--- src/rtl/library_replay_if.sv ---
// Slot-replay bus: request/abort, library RAM read port, coordinate stream and status.
// The slave modport is the replay block; the master modport is its surroundings.
interface library_replay_if #(
  parameter int SLOT_W  = 5,
  parameter int IDX_W   = 11,
  parameter int COORD_W = 5
);
  logic                      i_start;
  logic [SLOT_W-1:0]         i_slot;
  logic                      i_abort;
  logic                      o_rd_en;
  logic [SLOT_W+IDX_W-1:0]   o_addr;
  logic [2*COORD_W-1:0]      i_rd_data;
  logic                      o_valid;
  logic                      i_ready;
  logic [COORD_W-1:0]        o_x;
  logic [COORD_W-1:0]        o_y;
  logic                      o_busy;
  logic                      o_done;
  logic [IDX_W:0]            o_len;

  modport slave (
    input  i_start, i_slot, i_abort, i_rd_data, i_ready,
    output o_rd_en, o_addr, o_valid, o_x, o_y, o_busy, o_done, o_len
  );

  modport master (
    output i_start, i_slot, i_abort, i_rd_data, i_ready,
    input  o_rd_en, o_addr, o_valid, o_x, o_y, o_busy, o_done, o_len
  );
endinterface

--- src/rtl/library_replay.sv ---
// Streams the stored (x,y) words of one library slot back out of the library RAM,
// stopping on a zero terminator word or after the last entry of the slot.
module library_replay #(
  parameter int SLOTS   = 26,
  parameter int SLOT_W  = 5,
  parameter int IDX_W   = 11,
  parameter int COORD_W = 5
) (
  input  logic               i_clk,
  input  logic               i_rst_n,
  library_replay_if.slave    bus
);
  localparam int WORD_W = 2 * COORD_W;

  localparam logic [1:0] S_IDLE  = 2'd0;
  localparam logic [1:0] S_RUN   = 2'd1;
  localparam logic [1:0] S_DRAIN = 2'd2;
  localparam logic [1:0] S_DONE  = 2'd3;

  localparam logic [IDX_W-1:0]  IDX_LAST = {IDX_W{1'b1}};
  localparam logic [SLOT_W:0]   SLOT_LIM = (SLOT_W + 1)'(SLOTS);

  logic [1:0]          state_r;
  logic [1:0]          state_nxt_s;
  logic [SLOT_W-1:0]   slot_r;
  logic [IDX_W-1:0]    idx_r;
  logic                stop_r;
  logic                term_r;
  logic                inflight_r;
  logic [1:0]          cnt_r;
  logic [WORD_W-1:0]   buf0_r;
  logic [WORD_W-1:0]   buf1_r;
  logic [IDX_W:0]      len_r;

  logic                active_s;
  logic                abort_s;
  logic                start_ok_s;
  logic                slot_ok_s;
  logic                term_now_s;
  logic                push_s;
  logic                valid_s;
  logic                pop_s;
  logic [2:0]          occ_s;
  logic                rd_en_s;
  logic                stop_set_s;

  assign active_s   = (state_r == S_RUN) || (state_r == S_DRAIN);
  assign abort_s    = bus.i_abort && (state_r != S_IDLE);
  assign start_ok_s = (state_r == S_IDLE) && bus.i_start && !bus.i_abort;
  assign slot_ok_s  = ({1'b0, bus.i_slot} < SLOT_LIM);

  // Once a terminator has been seen, every later returning word is dropped.
  assign term_now_s = active_s && inflight_r && !term_r && (bus.i_rd_data == {WORD_W{1'b0}});
  assign push_s     = active_s && inflight_r && !term_r && !term_now_s && !abort_s;
  assign valid_s    = (cnt_r != 2'd0);
  assign pop_s      = valid_s && bus.i_ready;

  // Occupancy after this cycle's pop: allows one issue per cycle while the consumer keeps up.
  assign occ_s      = {1'b0, cnt_r} + {2'b00, inflight_r} - {2'b00, pop_s};
  assign rd_en_s    = (state_r == S_RUN) && !stop_r && !term_now_s && !bus.i_abort
                      && (occ_s < 3'd2);
  assign stop_set_s = term_now_s || (rd_en_s && (idx_r == IDX_LAST));

  // Next-state logic of the replay controller.
  always_comb begin
    state_nxt_s = state_r;
    case (state_r)
      S_IDLE: begin
        if (start_ok_s) begin
          state_nxt_s = slot_ok_s ? S_RUN : S_DONE;
        end else begin
          state_nxt_s = S_IDLE;
        end
      end
      S_RUN: begin
        if (abort_s) begin
          state_nxt_s = S_IDLE;
        end else if (stop_set_s) begin
          state_nxt_s = S_DRAIN;
        end else begin
          state_nxt_s = S_RUN;
        end
      end
      S_DRAIN: begin
        if (abort_s) begin
          state_nxt_s = S_IDLE;
        end else if (!inflight_r && (cnt_r == 2'd0)) begin
          state_nxt_s = S_DONE;
        end else begin
          state_nxt_s = S_DRAIN;
        end
      end
      S_DONE:  state_nxt_s = S_IDLE;
      default: state_nxt_s = S_IDLE;
    endcase
  end

  // State register.
  always_ff @(posedge i_clk or negedge i_rst_n) begin
    if (!i_rst_n) begin
      state_r <= S_IDLE;
    end else begin
      state_r <= state_nxt_s;
    end
  end

  // Read issue bookkeeping: slot, entry index, stop/terminator flags, read in flight.
  always_ff @(posedge i_clk or negedge i_rst_n) begin
    if (!i_rst_n) begin
      slot_r     <= {SLOT_W{1'b0}};
      idx_r      <= {IDX_W{1'b0}};
      stop_r     <= 1'b0;
      term_r     <= 1'b0;
      inflight_r <= 1'b0;
    end else begin
      inflight_r <= rd_en_s;
      if (start_ok_s) begin
        slot_r <= bus.i_slot;
        idx_r  <= {IDX_W{1'b0}};
        stop_r <= 1'b0;
        term_r <= 1'b0;
      end else begin
        if (rd_en_s && (idx_r != IDX_LAST)) begin
          idx_r <= idx_r + {{(IDX_W-1){1'b0}}, 1'b1};
        end
        if (stop_set_s) begin
          stop_r <= 1'b1;
        end
        if (term_now_s) begin
          term_r <= 1'b1;
        end
      end
    end
  end

  // Two-entry output FIFO; buf0_r is always the head.
  always_ff @(posedge i_clk or negedge i_rst_n) begin
    if (!i_rst_n) begin
      cnt_r  <= 2'd0;
      buf0_r <= {WORD_W{1'b0}};
      buf1_r <= {WORD_W{1'b0}};
    end else if (abort_s || start_ok_s) begin
      cnt_r <= 2'd0;
    end else begin
      case ({push_s, pop_s})
        2'b10: begin
          if (cnt_r == 2'd0) begin
            buf0_r <= bus.i_rd_data;
            cnt_r  <= 2'd1;
          end else begin
            buf1_r <= bus.i_rd_data;
            cnt_r  <= 2'd2;
          end
        end
        2'b01: begin
          buf0_r <= buf1_r;
          cnt_r  <= cnt_r - 2'd1;
        end
        2'b11: begin
          if (cnt_r == 2'd1) begin
            buf0_r <= bus.i_rd_data;
          end else begin
            buf0_r <= buf1_r;
            buf1_r <= bus.i_rd_data;
          end
        end
        default: cnt_r <= cnt_r;
      endcase
    end
  end

  // Handed-over coordinate count; held after completion or abort until the next start.
  always_ff @(posedge i_clk or negedge i_rst_n) begin
    if (!i_rst_n) begin
      len_r <= {(IDX_W+1){1'b0}};
    end else if (start_ok_s) begin
      len_r <= {(IDX_W+1){1'b0}};
    end else if (pop_s) begin
      len_r <= len_r + {{IDX_W{1'b0}}, 1'b1};
    end else begin
      len_r <= len_r;
    end
  end

  assign bus.o_rd_en = rd_en_s;
  assign bus.o_addr  = {slot_r, idx_r};
  assign bus.o_valid = valid_s;
  assign bus.o_x     = valid_s ? buf0_r[WORD_W-1:COORD_W] : {COORD_W{1'b0}};
  assign bus.o_y     = valid_s ? buf0_r[COORD_W-1:0]      : {COORD_W{1'b0}};
  assign bus.o_busy  = (state_r != S_IDLE);
  assign bus.o_done  = (state_r == S_DONE);
  assign bus.o_len   = len_r;

endmodule

--- src/flat_wrapper.sv ---
// flat-port wrapper written by rule: the top's interface ports become plain ports
module library_replay_flat 
#(
  parameter int SLOTS   = 26,
  parameter int SLOT_W  = 5,
  parameter int IDX_W   = 11,
  parameter int COORD_W = 5
)
  (i_clk, i_rst_n, bus_i_start, bus_i_slot, bus_i_abort, bus_i_rd_data, bus_i_ready, bus_o_rd_en, bus_o_addr, bus_o_valid, bus_o_x, bus_o_y, bus_o_busy, bus_o_done, bus_o_len);
  library_replay_if #(.SLOT_W(SLOT_W), .IDX_W(IDX_W), .COORD_W(COORD_W)) bus_i ();
  input  logic i_clk;
  input  logic i_rst_n;
  input wire logic [$bits(bus_i.i_start)-1:0] bus_i_start;
  input wire logic [$bits(bus_i.i_slot)-1:0] bus_i_slot;
  input wire logic [$bits(bus_i.i_abort)-1:0] bus_i_abort;
  input wire logic [$bits(bus_i.i_rd_data)-1:0] bus_i_rd_data;
  input wire logic [$bits(bus_i.i_ready)-1:0] bus_i_ready;
  output wire logic [$bits(bus_i.o_rd_en)-1:0] bus_o_rd_en;
  output wire logic [$bits(bus_i.o_addr)-1:0] bus_o_addr;
  output wire logic [$bits(bus_i.o_valid)-1:0] bus_o_valid;
  output wire logic [$bits(bus_i.o_x)-1:0] bus_o_x;
  output wire logic [$bits(bus_i.o_y)-1:0] bus_o_y;
  output wire logic [$bits(bus_i.o_busy)-1:0] bus_o_busy;
  output wire logic [$bits(bus_i.o_done)-1:0] bus_o_done;
  output wire logic [$bits(bus_i.o_len)-1:0] bus_o_len;
  assign bus_i.i_start = bus_i_start;
  assign bus_i.i_slot = bus_i_slot;
  assign bus_i.i_abort = bus_i_abort;
  assign bus_i.i_rd_data = bus_i_rd_data;
  assign bus_i.i_ready = bus_i_ready;
  assign bus_o_rd_en = bus_i.o_rd_en;
  assign bus_o_addr = bus_i.o_addr;
  assign bus_o_valid = bus_i.o_valid;
  assign bus_o_x = bus_i.o_x;
  assign bus_o_y = bus_i.o_y;
  assign bus_o_busy = bus_i.o_busy;
  assign bus_o_done = bus_i.o_done;
  assign bus_o_len = bus_i.o_len;
  library_replay #(.SLOTS(SLOTS), .SLOT_W(SLOT_W), .IDX_W(IDX_W), .COORD_W(COORD_W)) u_core (.i_clk(i_clk), .i_rst_n(i_rst_n), .bus(bus_i));
endmodule
--- config.mk ---
export PLATFORM = sky130hd
export DESIGN_NAME = library_replay_flat
export DESIGN_NICKNAME = d
export VERILOG_FILES = /design/src/rtl/library_replay_if.sv /design/src/rtl/library_replay.sv /design/src/flat_wrapper.sv
export SDC_FILE = /design/constraint.sdc
export NUM_CORES = 1
export LEC_CHECK = 0
export CORE_AREA = 2 2 102 65
export CTS_CLUSTER_SIZE = 40
export DETAILED_ROUTE_END_ITERATION = 10
export DIE_AREA = 0 0 104 67
export PLACE_DENSITY = 0.77
export SYNTH_ARGS = -nofsm -noshare
export SYNTH_HDL_FRONTEND = slang
export SYNTH_SLANG_ARGS = --single-unit
--- constraint.sdc ---
create_clock -name i_clk -period 3.75 [get_ports i_clk]
set_clock_uncertainty 0.1 [all_clocks]
set_input_delay 0.5625 -clock i_clk [delete_from_list [all_inputs] [get_ports i_clk]]
set_output_delay 0.5625 -clock i_clk [all_outputs]
set_load 0.01 [all_outputs]
==> qor.yml <==
syn_area_um2: 2940
pin_count: 62
seq_area_um2: 1380
worst-path-max-fanout: 6
synth_fp_nets: 335
rsz0062_at_grt: "no"
synth_flop_cell: "dfrtp_1"
rr_startpoint: "u_core.cnt_r[0]"
r2r-end: "u_core.idx_r[6]"
critical_path_buf_inv_count: 2
setup_viol: 0
fin_crit_ns: 3.49
clock_latency_ns: 0.31
crit_type: "flip-flop to output pin"
hold_viol_final: 0
syn_inst: 305
layout-drive-gt1-share_pct: 13.8
grtUsageMet2_pct: 34.2
layout_setup_ws_ns: 0.258
wl_per_cell_um: 15.1
ys_ff_latch: 55
async_flop_share_pct: 100
cts_max_level: 2
grt_first_pass_wirelength_um: 12000
p_total_mw: 2.22
endpoint_kind: "output pin"
p_per_area_nw_per_um2: 582
gp_congestion: 0.870
hpwlAfterDp_um: 5180
synth-seq-area-share_pct: 46.8
multi_input_area_um2: 1480
num_vias: 2480
overflow: 0
worst_ep_required_time_ns: 3.09
worst_pin_slew_ns: 0.765
final_net_count: 406
synth_edf_count: 0
pre_cts_ws_ns: -0.0418
irDropWorstVdd_mv: 0.307
post-route-period-util_pct: 93.1
fillers: 500
p_leak_nw: 1.63
avgSynthCellArea_um2: 9.63
synth_cell_types: 40
hp-class: "input pin to asynchronous set/reset pin"
port_buffers: 61
path_cells: "inv_1, ha_1, nand2b_1, nor2_1, o21ai_0, fa_1, nand2_1, nor4_4, and2_1, dlygate4sd2_1"
worst-path-stages: 10
start_util_pct: 49.4
cp-endpoint: "bus_o_rd_en"
antenna_found_initial: 0
cts_tree: "yes"
cts.clk_slew.worst_paths_ns: 0.10
clock.fmax_ghz: 0.286
die-area_um2: 6970
slowest_delay_ns: 0.51
yosysWarnings: 0
cts_buffer_depth: 2
fp.dieW_um: 104
firstDrtPassIters: 4
slew_headroom_pct: 49.0
clkSinkCount: 55
grt_max_degree: 36
fp.dieH_um: 67
final_cell_mix: "clkdlybuf4s50_1, dfrtp_1, nand2_1"
postCtsHoldBufs: 0
clock-root-buffer: "clkbuf_8"
placeableCoreArea_um2: 5950
drt_iter0_drc: 108
grt_pass1_vias: 2450
slew_viol_final: 0
r2r_cells: 13
gr-usage-met1_pct: 31.4
worst_path_dominant_cell_family: "simple AND/OR/NAND/NOR gates"
wl_um: 6960
antenna_cells: 0
drc: 0
syn_to_final_growth_pct: 29.6
cap_violations: 0
grt_usage_pct: 21.8
arrival_ns: 2.83
final_common_cell: "clkdlybuf4s50_1"
met3_usage_pct: 3.91
cts-buffers-inserted: 5
critPathLaunch: "u_core.cnt_r[0]"
final_antenna_net_count: 0
viasPerCell: 5.38
start_kind: "flip-flop"
top_usage_layer: "met2"
status: "finished, final reports clean"
r2r_slack_ns: 0.49
slowest_stage: "fa_1"
row_count: 22
## layer usage
| layer | part of all wire (%) | vias up |
|---|---|---|
| met3 | 6.1 | 5 |
| met5 | 0 | - |
| li1 | - | 1208 |
| met2 | 43 | 76 |
| met4 | 0.69 | 0 |
| met1 | 51 | 1191 |
## cells by family after synthesis
family	Yosys count	synth area share (%)
and+or+nand+nor	125	21.0
muxes	24	9.11
buffers and inverters	26	3.41
AOI/OAI and AO/OA	52	11.2
adders and majority gates	10	4.51
xor gates and xnor gates	13	3.88
DFF	55	46.8
## Yosys cell counts (2+ instances only)
cell      instances  area [um2]
a41oi_1           2        17.5
a21oi_1           9        45.0
nor3_1            5        25.0
a31o_2            3        26.3
and4_1            3        26.3
xor2_1            7        61.3
nor2b_1          11        68.8
nor2_1           31         116
ha_1              9         113
nand2b_1          3        18.8
clkbuf_1          8        30.0
mux2i_1           2        20.0
o21a_1            3        22.5
nand4_1          13        81.3
or3_1             5        31.3
nor4_1            3        18.8
nand2_1          36         135
xnor2_1           6        52.6
mux2_2           22         248
buf_2             2        10.0
nand4b_1          2        17.5
and3_1            2        12.5
nand3_1           6        30.0
o21ai_0          26         130
inv_1            16        60.1
a31oi_1           2        12.5
dfrtp_1          55        1380
## sequential cells by signal, summed over array words and instances (netlist names)
signal / count
u_core.bus.o_len: 12
u_core.buf0_r: 10
u_core.stop_r: 1
u_core.cnt_r: 2
u_core.term_r: 1
u_core.state_r: 2
u_core.inflight_r: 1
u_core.idx_r: 11
u_core.buf1_r: 10
u_core.slot_r: 5
## where the power goes
part / leakage (nW) / total (mW) / internal [mW] / switching, mW
registers: 0.731 / 0.882 / 0.763 / 0.118
clock network: 0.0412 / 0.322 / 0.131 / 0.191
logic: 0.861 / 1.01 / 0.525 / 0.488
total: 1.63 / 2.22 / 1.42 / 0.797
## layout make-up
class,count,area share [%]
Clock buffer,6,1.91
Timing Repair Buffer,74,18.4
Inverter,16,1.58
Multi-Input combinational cell,224,38.8
Sequential cell,55,36.2
Tap cell,84,2.76
Clock inverter,2,0.329
## through the flow
stage / hold slack (ns) / util (%) / setup TNS [ns] / cells / cell area, um2
after floorplan: 0.167 / - / 0 / 305 / 2940
after global placement: 0.359 / 62.0 / 0 / 450 / 3690
after global routing: 0.273 / 64.1 / 0 / 461 / 3810
after CTS: 0.251 / 63.9 / 0 / 461 / 3800
final: 0.211 / 64.1 / 0 / 461 / 3810
after detailed placement: 0.363 / 62.0 / -0.0418 / 450 / 3690
## worst min path at each step
stage / startpoint / endpoint / slack, ns / depth (start not counted)
CTS: i_rst_n / u_core.buf0_r[7] / 0.25 / 1
floorplan: i_rst_n / u_core.buf0_r[0] / 0.17 / 0
detailed placement: u_core.slot_r[4] / u_core.slot_r[4] / 0.36 / 2
global placement: u_core.slot_r[4] / u_core.slot_r[4] / 0.36 / 2
finish: i_rst_n / u_core.buf0_r[7] / 0.21 / 1
global route: i_rst_n / u_core.buf0_r[7] / 0.27 / 1
## repair_timing
action | 4_1_cts | 5_1_grt
buffers inserted | 3 | 0
endpoints found under the hold margin | 0 | 0
resized for setup | 3 | 1
pin swaps | 1 | 0
setup endpoints to repair | 1 | 1
No activity file was read; power rests on OpenSTA's default activity.
